File: src/rtl/lsu_wb_if.sv
// Bundles the execute-side request, data-memory bus and write-back/fault outputs of lsu_wb.
// No logic inside. The block itself takes the slave view; the environment takes the master view.
// Both request and memory command use valid/ready handshakes.
interface lsu_wb_if #(
  parameter int XLEN   = 32,
  parameter int REG_AW = 5
);
  logic              req_valid;
  logic              req_ready;
  logic              req_we;
  logic [2:0]        req_funct3;
  logic [XLEN-1:0]   req_addr;
  logic [XLEN-1:0]   req_wdata;
  logic [REG_AW-1:0] req_rd;

  logic              mem_valid;
  logic              mem_ready;
  logic              mem_we;
  logic [XLEN-1:0]   mem_addr;
  logic [XLEN-1:0]   mem_wdata;
  logic [XLEN/8-1:0] mem_wstrb;
  logic              mem_rvalid;
  logic [XLEN-1:0]   mem_rdata;

  logic [REG_AW-1:0] rd_addr;
  logic [XLEN-1:0]   rd_data;
  logic              rd_web;
  logic              fault_valid;
  logic [1:0]        fault_cause;
  logic              busy;

  modport slave (
    input  req_valid, req_we, req_funct3, req_addr, req_wdata, req_rd,
    input  mem_ready, mem_rvalid, mem_rdata,
    output req_ready, mem_valid, mem_we, mem_addr, mem_wdata, mem_wstrb,
    output rd_addr, rd_data, rd_web, fault_valid, fault_cause, busy
  );

  modport master (
    output req_valid, req_we, req_funct3, req_addr, req_wdata, req_rd,
    output mem_ready, mem_rvalid, mem_rdata,
    input  req_ready, mem_valid, mem_we, mem_addr, mem_wdata, mem_wstrb,
    input  rd_addr, rd_data, rd_web, fault_valid, fault_cause, busy
  );
endinterface

File: src/rtl/lsu_wb.sv
// Load/store unit: one access in flight, byte-lane store formatting, load align/extend, one-cycle write-back.
// Best case: load write-back 3 cycles after accept, store done 2 cycles after accept; faults pulse 1 cycle after.
// req_ready only in IDLE; ISSUE holds the command until mem_ready; ISSUE+WAIT abandoned after TIMEOUT cycles.
module lsu_wb #(
  parameter int XLEN    = 32,
  parameter int REG_AW  = 5,
  parameter int TIMEOUT = 255
) (
  input logic     clk,
  input logic     rst,
  lsu_wb_if.slave bus
);

  typedef enum logic [1:0] {S_IDLE, S_ISSUE, S_WAIT, S_WB} state_t;

  localparam int CW = $clog2(TIMEOUT + 2);
  localparam logic [CW-1:0] TO_LIM = CW'(TIMEOUT);

  state_t            state;
  logic [CW-1:0]     cnt;
  logic              we_q;
  logic [2:0]        f3_q;
  logic [1:0]        off_q;
  logic [REG_AW-1:0] rd_q;
  logic [XLEN-1:0]   result_q;

  logic              mem_valid_q;
  logic              mem_we_q;
  logic [XLEN-1:0]   mem_addr_q;
  logic [XLEN-1:0]   mem_wdata_q;
  logic [3:0]        mem_wstrb_q;
  logic              rd_web_q;
  logic              fault_valid_q;
  logic [1:0]        fault_cause_q;

  logic              f3_legal;
  logic              misal;
  logic [1:0]        acc_cause;
  logic [3:0]        acc_strb;
  logic [XLEN-1:0]   acc_wdata;
  logic [7:0]        lane_b;
  logic [15:0]       lane_h;
  logic [XLEN-1:0]   load_val;
  logic [CW-1:0]     cnt_nxt;
  logic              expired;

  // Classify the offered request (illegal width beats misalignment) and pre-format its store lanes
  always_comb begin
    f3_legal  = 1'b0;
    misal     = 1'b0;
    acc_cause = 2'b00;
    acc_strb  = 4'b0000;
    acc_wdata = '0;
    if (bus.req_we) begin
      f3_legal = bus.req_funct3 inside {3'b000, 3'b001, 3'b010};
    end else begin
      f3_legal = bus.req_funct3 inside {3'b000, 3'b001, 3'b010, 3'b100, 3'b101};
    end
    case (bus.req_funct3[1:0])
      2'b01:   misal = bus.req_addr[0];
      2'b10:   misal = |bus.req_addr[1:0];
      default: misal = 1'b0;
    endcase
    if (!f3_legal) begin
      acc_cause = 2'b10;
    end else if (misal) begin
      acc_cause = 2'b01;
    end
    if (bus.req_we) begin
      case (bus.req_funct3[1:0])
        2'b00: begin
          acc_strb  = 4'b0001 << bus.req_addr[1:0];
          acc_wdata = {4{bus.req_wdata[7:0]}};
        end
        2'b01: begin
          acc_strb  = 4'b0011 << bus.req_addr[1:0];
          acc_wdata = {2{bus.req_wdata[15:0]}};
        end
        default: begin
          acc_strb  = 4'b1111;
          acc_wdata = bus.req_wdata;
        end
      endcase
    end
  end

  // Select the addressed byte/halfword of the returned word and sign- or zero-extend it
  always_comb begin
    case (off_q)
      2'd0:    lane_b = bus.mem_rdata[7:0];
      2'd1:    lane_b = bus.mem_rdata[15:8];
      2'd2:    lane_b = bus.mem_rdata[23:16];
      default: lane_b = bus.mem_rdata[31:24];
    endcase
    lane_h = off_q[1] ? bus.mem_rdata[31:16] : bus.mem_rdata[15:0];
    case (f3_q)
      3'b000:  load_val = {{24{lane_b[7]}}, lane_b};
      3'b001:  load_val = {{16{lane_h[15]}}, lane_h};
      3'b100:  load_val = {24'b0, lane_b};
      3'b101:  load_val = {16'b0, lane_h};
      default: load_val = bus.mem_rdata;
    endcase
    cnt_nxt = cnt + CW'(1);
    expired = (cnt_nxt >= TO_LIM);
  end

  // Access sequencer: accept, issue, wait for data, write back; all outputs registered
  always_ff @(posedge clk) begin
    if (!rst) begin
      state         <= S_IDLE;
      cnt           <= '0;
      we_q          <= 1'b0;
      f3_q          <= 3'b000;
      off_q         <= 2'b00;
      rd_q          <= '0;
      result_q      <= '0;
      mem_valid_q   <= 1'b0;
      mem_we_q      <= 1'b0;
      mem_addr_q    <= '0;
      mem_wdata_q   <= '0;
      mem_wstrb_q   <= 4'b0000;
      rd_web_q      <= 1'b0;
      fault_valid_q <= 1'b0;
      fault_cause_q <= 2'b00;
    end else begin
      rd_web_q      <= 1'b0;
      fault_valid_q <= 1'b0;
      fault_cause_q <= 2'b00;
      case (state)
        S_IDLE: begin
          if (bus.req_valid) begin
            if (acc_cause != 2'b00) begin
              fault_valid_q <= 1'b1;
              fault_cause_q <= acc_cause;
            end else begin
              we_q        <= bus.req_we;
              f3_q        <= bus.req_funct3;
              off_q       <= bus.req_addr[1:0];
              rd_q        <= bus.req_rd;
              cnt         <= '0;
              mem_valid_q <= 1'b1;
              mem_we_q    <= bus.req_we;
              mem_addr_q  <= {bus.req_addr[XLEN-1:2], 2'b00};
              mem_wdata_q <= acc_wdata;
              mem_wstrb_q <= acc_strb;
              state       <= S_ISSUE;
            end
          end
        end
        S_ISSUE: begin
          // A handshake on the last allowed cycle still wins: memory has taken the command
          if (bus.mem_ready) begin
            mem_valid_q <= 1'b0;
            cnt         <= cnt_nxt;
            state       <= we_q ? S_IDLE : S_WAIT;
          end else if (expired) begin
            mem_valid_q   <= 1'b0;
            fault_valid_q <= 1'b1;
            fault_cause_q <= 2'b11;
            state         <= S_IDLE;
          end else begin
            cnt <= cnt_nxt;
          end
        end
        S_WAIT: begin
          if (bus.mem_rvalid) begin
            result_q <= load_val;
            rd_web_q <= (rd_q != '0);
            state    <= S_WB;
          end else if (expired) begin
            fault_valid_q <= 1'b1;
            fault_cause_q <= 2'b11;
            state         <= S_IDLE;
          end else begin
            cnt <= cnt_nxt;
          end
        end
        default: begin
          state <= S_IDLE;
        end
      endcase
    end
  end

  assign bus.req_ready   = (state == S_IDLE);
  assign bus.busy        = (state != S_IDLE);
  assign bus.mem_valid   = mem_valid_q;
  assign bus.mem_we      = mem_we_q;
  assign bus.mem_addr    = mem_addr_q;
  assign bus.mem_wdata   = mem_wdata_q;
  assign bus.mem_wstrb   = mem_wstrb_q;
  assign bus.rd_addr     = rd_q;
  assign bus.rd_data     = result_q;
  assign bus.rd_web      = rd_web_q;
  assign bus.fault_valid = fault_valid_q;
  assign bus.fault_cause = fault_cause_q;

endmodule

File: src/flat_wrapper.sv
// flat-port wrapper written by rule: the top's interface ports become plain ports
module lsu_wb_flat 
#(
  parameter int XLEN    = 32,
  parameter int REG_AW  = 5,
  parameter int TIMEOUT = 255
)
  (clk, rst, bus_req_valid, bus_req_we, bus_req_funct3, bus_req_addr, bus_req_wdata, bus_req_rd, bus_mem_ready, bus_mem_rvalid, bus_mem_rdata, bus_req_ready, bus_mem_valid, bus_mem_we, bus_mem_addr, bus_mem_wdata, bus_mem_wstrb, bus_rd_addr, bus_rd_data, bus_rd_web, bus_fault_valid, bus_fault_cause, bus_busy);
  lsu_wb_if #(.XLEN(XLEN), .REG_AW(REG_AW)) bus_i ();
  input logic clk;
  input logic rst;
  input wire logic [$bits(bus_i.req_valid)-1:0] bus_req_valid;
  input wire logic [$bits(bus_i.req_we)-1:0] bus_req_we;
  input wire logic [$bits(bus_i.req_funct3)-1:0] bus_req_funct3;
  input wire logic [$bits(bus_i.req_addr)-1:0] bus_req_addr;
  input wire logic [$bits(bus_i.req_wdata)-1:0] bus_req_wdata;
  input wire logic [$bits(bus_i.req_rd)-1:0] bus_req_rd;
  input wire logic [$bits(bus_i.mem_ready)-1:0] bus_mem_ready;
  input wire logic [$bits(bus_i.mem_rvalid)-1:0] bus_mem_rvalid;
  input wire logic [$bits(bus_i.mem_rdata)-1:0] bus_mem_rdata;
  output wire logic [$bits(bus_i.req_ready)-1:0] bus_req_ready;
  output wire logic [$bits(bus_i.mem_valid)-1:0] bus_mem_valid;
  output wire logic [$bits(bus_i.mem_we)-1:0] bus_mem_we;
  output wire logic [$bits(bus_i.mem_addr)-1:0] bus_mem_addr;
  output wire logic [$bits(bus_i.mem_wdata)-1:0] bus_mem_wdata;
  output wire logic [$bits(bus_i.mem_wstrb)-1:0] bus_mem_wstrb;
  output wire logic [$bits(bus_i.rd_addr)-1:0] bus_rd_addr;
  output wire logic [$bits(bus_i.rd_data)-1:0] bus_rd_data;
  output wire logic [$bits(bus_i.rd_web)-1:0] bus_rd_web;
  output wire logic [$bits(bus_i.fault_valid)-1:0] bus_fault_valid;
  output wire logic [$bits(bus_i.fault_cause)-1:0] bus_fault_cause;
  output wire logic [$bits(bus_i.busy)-1:0] bus_busy;
  assign bus_i.req_valid = bus_req_valid;
  assign bus_i.req_we = bus_req_we;
  assign bus_i.req_funct3 = bus_req_funct3;
  assign bus_i.req_addr = bus_req_addr;
  assign bus_i.req_wdata = bus_req_wdata;
  assign bus_i.req_rd = bus_req_rd;
  assign bus_i.mem_ready = bus_mem_ready;
  assign bus_i.mem_rvalid = bus_mem_rvalid;
  assign bus_i.mem_rdata = bus_mem_rdata;
  assign bus_req_ready = bus_i.req_ready;
  assign bus_mem_valid = bus_i.mem_valid;
  assign bus_mem_we = bus_i.mem_we;
  assign bus_mem_addr = bus_i.mem_addr;
  assign bus_mem_wdata = bus_i.mem_wdata;
  assign bus_mem_wstrb = bus_i.mem_wstrb;
  assign bus_rd_addr = bus_i.rd_addr;
  assign bus_rd_data = bus_i.rd_data;
  assign bus_rd_web = bus_i.rd_web;
  assign bus_fault_valid = bus_i.fault_valid;
  assign bus_fault_cause = bus_i.fault_cause;
  assign bus_busy = bus_i.busy;
  lsu_wb #(.XLEN(XLEN), .REG_AW(REG_AW), .TIMEOUT(TIMEOUT)) u_core (.clk(clk), .rst(rst), .bus(bus_i));
endmodule
File: config.mk
export PLATFORM = sky130hd
export DESIGN_NAME = lsu_wb_flat
export DESIGN_NICKNAME = d
export VERILOG_FILES = /design/src/rtl/lsu_wb_if.sv /design/src/rtl/lsu_wb.sv /design/src/flat_wrapper.sv
export SDC_FILE = /design/constraint.sdc
export NUM_CORES = 1
export LEC_CHECK = 0
export CAP_MARGIN = 0
export CORE_AREA = 2 2 143 145
export CTS_CLUSTER_DIAMETER = 120
export CTS_CLUSTER_SIZE = 16
export DETAILED_ROUTE_END_ITERATION = 8
export DIE_AREA = 0 0 145 147
export GPL_TIMING_DRIVEN = 0
export PLACE_DENSITY = 0.56
export SYNTH_ARGS = -nofsm -noshare
export SYNTH_HDL_FRONTEND = slang
export SYNTH_SLANG_ARGS = --single-unit
File: constraint.sdc
create_clock -name clk -period 2.6 [get_ports clk]
set_input_delay 0.52 -clock clk [delete_from_list [all_inputs] [get_ports clk]]
set_output_delay 0.52 -clock clk [all_outputs]
set_load 0.05 [all_outputs]
==> impl_metrics.ini <==
[sta]
finalHoldViolCount = 0
period_share_pct = 95.6
maxSlewHeadroom_pct = 28.5
fmax_mhz = 402
setup_ws_ns = 0.113
period_minus_slack_ns = 2.49
rsz0062_at_grt = true
worstMarginPinSlew_ns = 1.06
finalSetupViolCount = 0
clock_skew_ns = 0.00976
maxSlewViolCount = 0

[critical_path]
cp.arrival_ns = 2.79
critPathMaxFanout = 9
critPathKind = in2reg
reg2reg_to = u_core.bus.rd_data[25]$_SDFFE_PN0P_
slowest_delay_ns = 0.53
rrSetupSlack_ns = 0.25
cp.buffers_inverters = 3
rr_startpoint = u_core.state[0]$_SDFFE_PN0P_
crit_required_ns = 2.90
cp_top_family = compound AO/OA/AOI/OAI gates
path_cells = clkdlybuf4s50_1 -> inv_1 -> ha_1 -> o211a_1 -> a31oi_4 -> and4_1 -> buf_4 -> a221o_1 -> o31a_4 -> o211ai_2
end_kind = register
worstSetupStartpointType = input pin
slowest_stage = clkdlybuf4s50_1
worstRegToRegCells = 8

[floorplanning]
core_mm2 = 0.0198
num_rows = 52
initial_core_util_pct = 29.5
die_y_um = 147
die_w_um = 145
dieArea_mm2 = 0.0213
ioPinCount = 223

[detailed_routing]
antenna_left = 0
drt_iter0_drc = 323
route.detailed.drc = 0
vias = 6222
routed_wl_um = 21000
avgRoutedWirePerCell_um = 16.3
drt_pass1_iterations = 5
viasPerCell = 4.82

[placement]
finalWeightedCongestion = 0.836
placedCellCount = 1255
hpwl_um = 15800
place_area_mm2 = 0.00841
pre_cts_slack_ns = -1.22
port_buffers = 220

[worst_hold_path]
hold_depth = 2
min_from = u_core.bus.mem_wdata[25]$_SDFFE_PN0P_
min_to = u_core.bus.mem_wdata[25]$_SDFFE_PN0P_
hold_class = reg2reg

[clock_network]
cts_tree = done
cts.clk_slew.worst_paths_ns = 0.06
clock_path_buffers = 2
cts-root-buf = clkbuf_16
cts-buffers-inserted = 17
htreeDepth = 4
cts_sinks = 125
clkLatencyLatePin_ns = 0.43

[finish]
syn_to_final_growth_pct = 56.0
design_area_mm2 = 0.00915
drive_gt1_share_pct = 9.79
n_antenna_cell = 0
nets = 1127
final_common_cell = clkdlybuf4s50_1
mostFrequentLayoutCells = clkdlybuf4s50_1, nand2_1, dfxtp_1
fin_cells = 1291

[global_routing]
top_usage_layer = met2
grt_pass1_wl_um = 33200
use_met3_pct = 6.06
use_met2_pct = 31.8
antenna_found_initial = 0
grt_pass1_vias = 5970
gr-usage-met1_pct = 25.6
grt_usage_pct = 19.7
grt_max_degree = 17
overflow = 0

[synthesis]
synth_flop_cell = dfxtp_1
netlist-cell-type-count = 65
ys_async_sr_fraction_pct = 0
synth-seq-cells = 125
seq_area_frac_synth_pct = 42.7
yosys_warnings = 0
syn_area_mm2 = 0.00586
netlist_instances = 764
synth_edf_count = 0
syn_avg_cell_area_um2 = 7.67

[power]
vdd_drop_max_v = 0.000402
power_leakage_nw = 3.40
pwr_density_cell_mw_per_mm2 = 649
power.total_mw = 5.94

[run]
max_cap_viol_count = 0

[run_status]
status = complete, no violations
-- per-stage QoR --
step	setup TNS (ns)	hold WS [ns]	util [%]
final	0	0.452	46.1
after floorplan	0	0.447	-
after detailed placement	-90.73	0.446	42.4
after global routing	-0.00235	0.461	46.1
after global placement	-94.15	0.441	42.4
after CTS	0	0.454	45.8
-- worst max-delay path by stage --
stage	startpoint	to	slack [ns]	cells past startpoint
after floorplan	u_core.state[0]$_SDFFE_PN0P_	u_core.cnt[5]$_SDFFE_PN0P_	0.18	8
after global placement	bus_req_funct3[1]	u_core.bus.mem_wdata[8]$_SDFFE_PN0P_	-1.25	11
after detailed placement	bus_req_funct3[1]	u_core.bus.mem_wdata[11]$_SDFFE_PN0P_	-1.22	11
after CTS	bus_req_funct3[0]	u_core.off_q[1]$_SDFFE_PN0P_	0.07	11
after global routing	bus_req_funct3[0]	u_core.cnt[6]$_SDFFE_PN0P_	-0.002	10
final	bus_req_funct3[0]	u_core.cnt[6]$_SDFFE_PN0P_	0.11	10
-- cell families after synthesis --
family                     Yosys count  share of synthesized area, %
AOI/OAI and AO/OA                  228                          23.5
xor gates and xnor gates             1                         0.149
adders and majority gates            9                          1.92
buffers and inverters               86                          6.21
DFF                                125                          42.7
muxes                               14                          2.86
other                                1                        0.0640
and+or+nand+nor                    300                          22.6
-- layout make-up --
cell class / instances / area, µm²
repair buffers: 224 / 2230
clock buffers: 22 / 494
fillers: 1996 / 10700
flip-flops and latches: 125 / 2500
inverters: 26 / 97.6
plain buffers: 60 / 317
well taps: 270 / 338
clock inverters: 10 / 125
multi-input cells: 554 / 3040
-- per-layer routing --
layer / up-vias / routed length (µm)
met1: 2856 / 9610
met2: 204 / 9760
met3: 16 / 1490
li1: 3146 / -
met4: 0 / 169
met5: - / 0
-- tightest hold or removal path, cell delays in order (launching register included) --
cell,delay (ns)
dfxtp_1,0.31
nand2_1,0.05
a21oi_1,0.05
-- synthesized netlist by cell type, types with 2 or more instances --
master	n	area, µm²
nand3b_1	2	15.0
buf_2	10	50.1
a21o_1	2	15.0
a21oi_1	107	536
a31oi_1	3	18.8
nand2b_1	2	12.5
inv_1	25	93.8
o21ai_0	52	260
and2b_2	4	35.0
nand2_1	169	634
dfxtp_1	125	2500
mux2_2	12	135
a22oi_1	8	60.1
clkbuf_1	42	158
nor4_1	2	12.5
o22ai_1	4	25.0
and3_1	3	18.8
nor2_1	46	173
a22o_1	8	70.1
a211oi_1	3	22.5
o21ai_1	7	35.0
or2b_2	2	17.5
nand3_1	41	205
nor3_1	11	55.1
a221oi_1	7	61.3
nand4_1	6	37.5
ha_1	9	113
buf_1	3	11.3
buf_4	3	22.5
o211ai_1	10	75.1
o211ai_2	2	25.0
-- sequential cells by signal (all words and copies together) (netlist names), 3 cells and up --
name,count
u_core.f3_q,3
u_core.bus.rd_data,32
u_core.bus.mem_wdata,32
u_core.bus.mem_wstrb,4
u_core.cnt,9
u_core.bus.mem_addr,30
u_core.bus.rd_addr,5
-- what timing repair did --
item,CTS,global route
endpoints found under the setup margin,90,70
gates resized for setup,21,14
cloned,0,0
hold endpoints to repair,0,0
hold buffers,0,0
setup buffers,2,2
pin swaps,2,2
-- power breakdown --
part / switching [mW] / internal [mW] / total (mW)
registers: 0.0544 / 2.01 / 2.07
logic: 0.866 / 0.522 / 1.39
clock network: 0.933 / 1.55 / 2.48
Power figures use the tool's default switching activity.
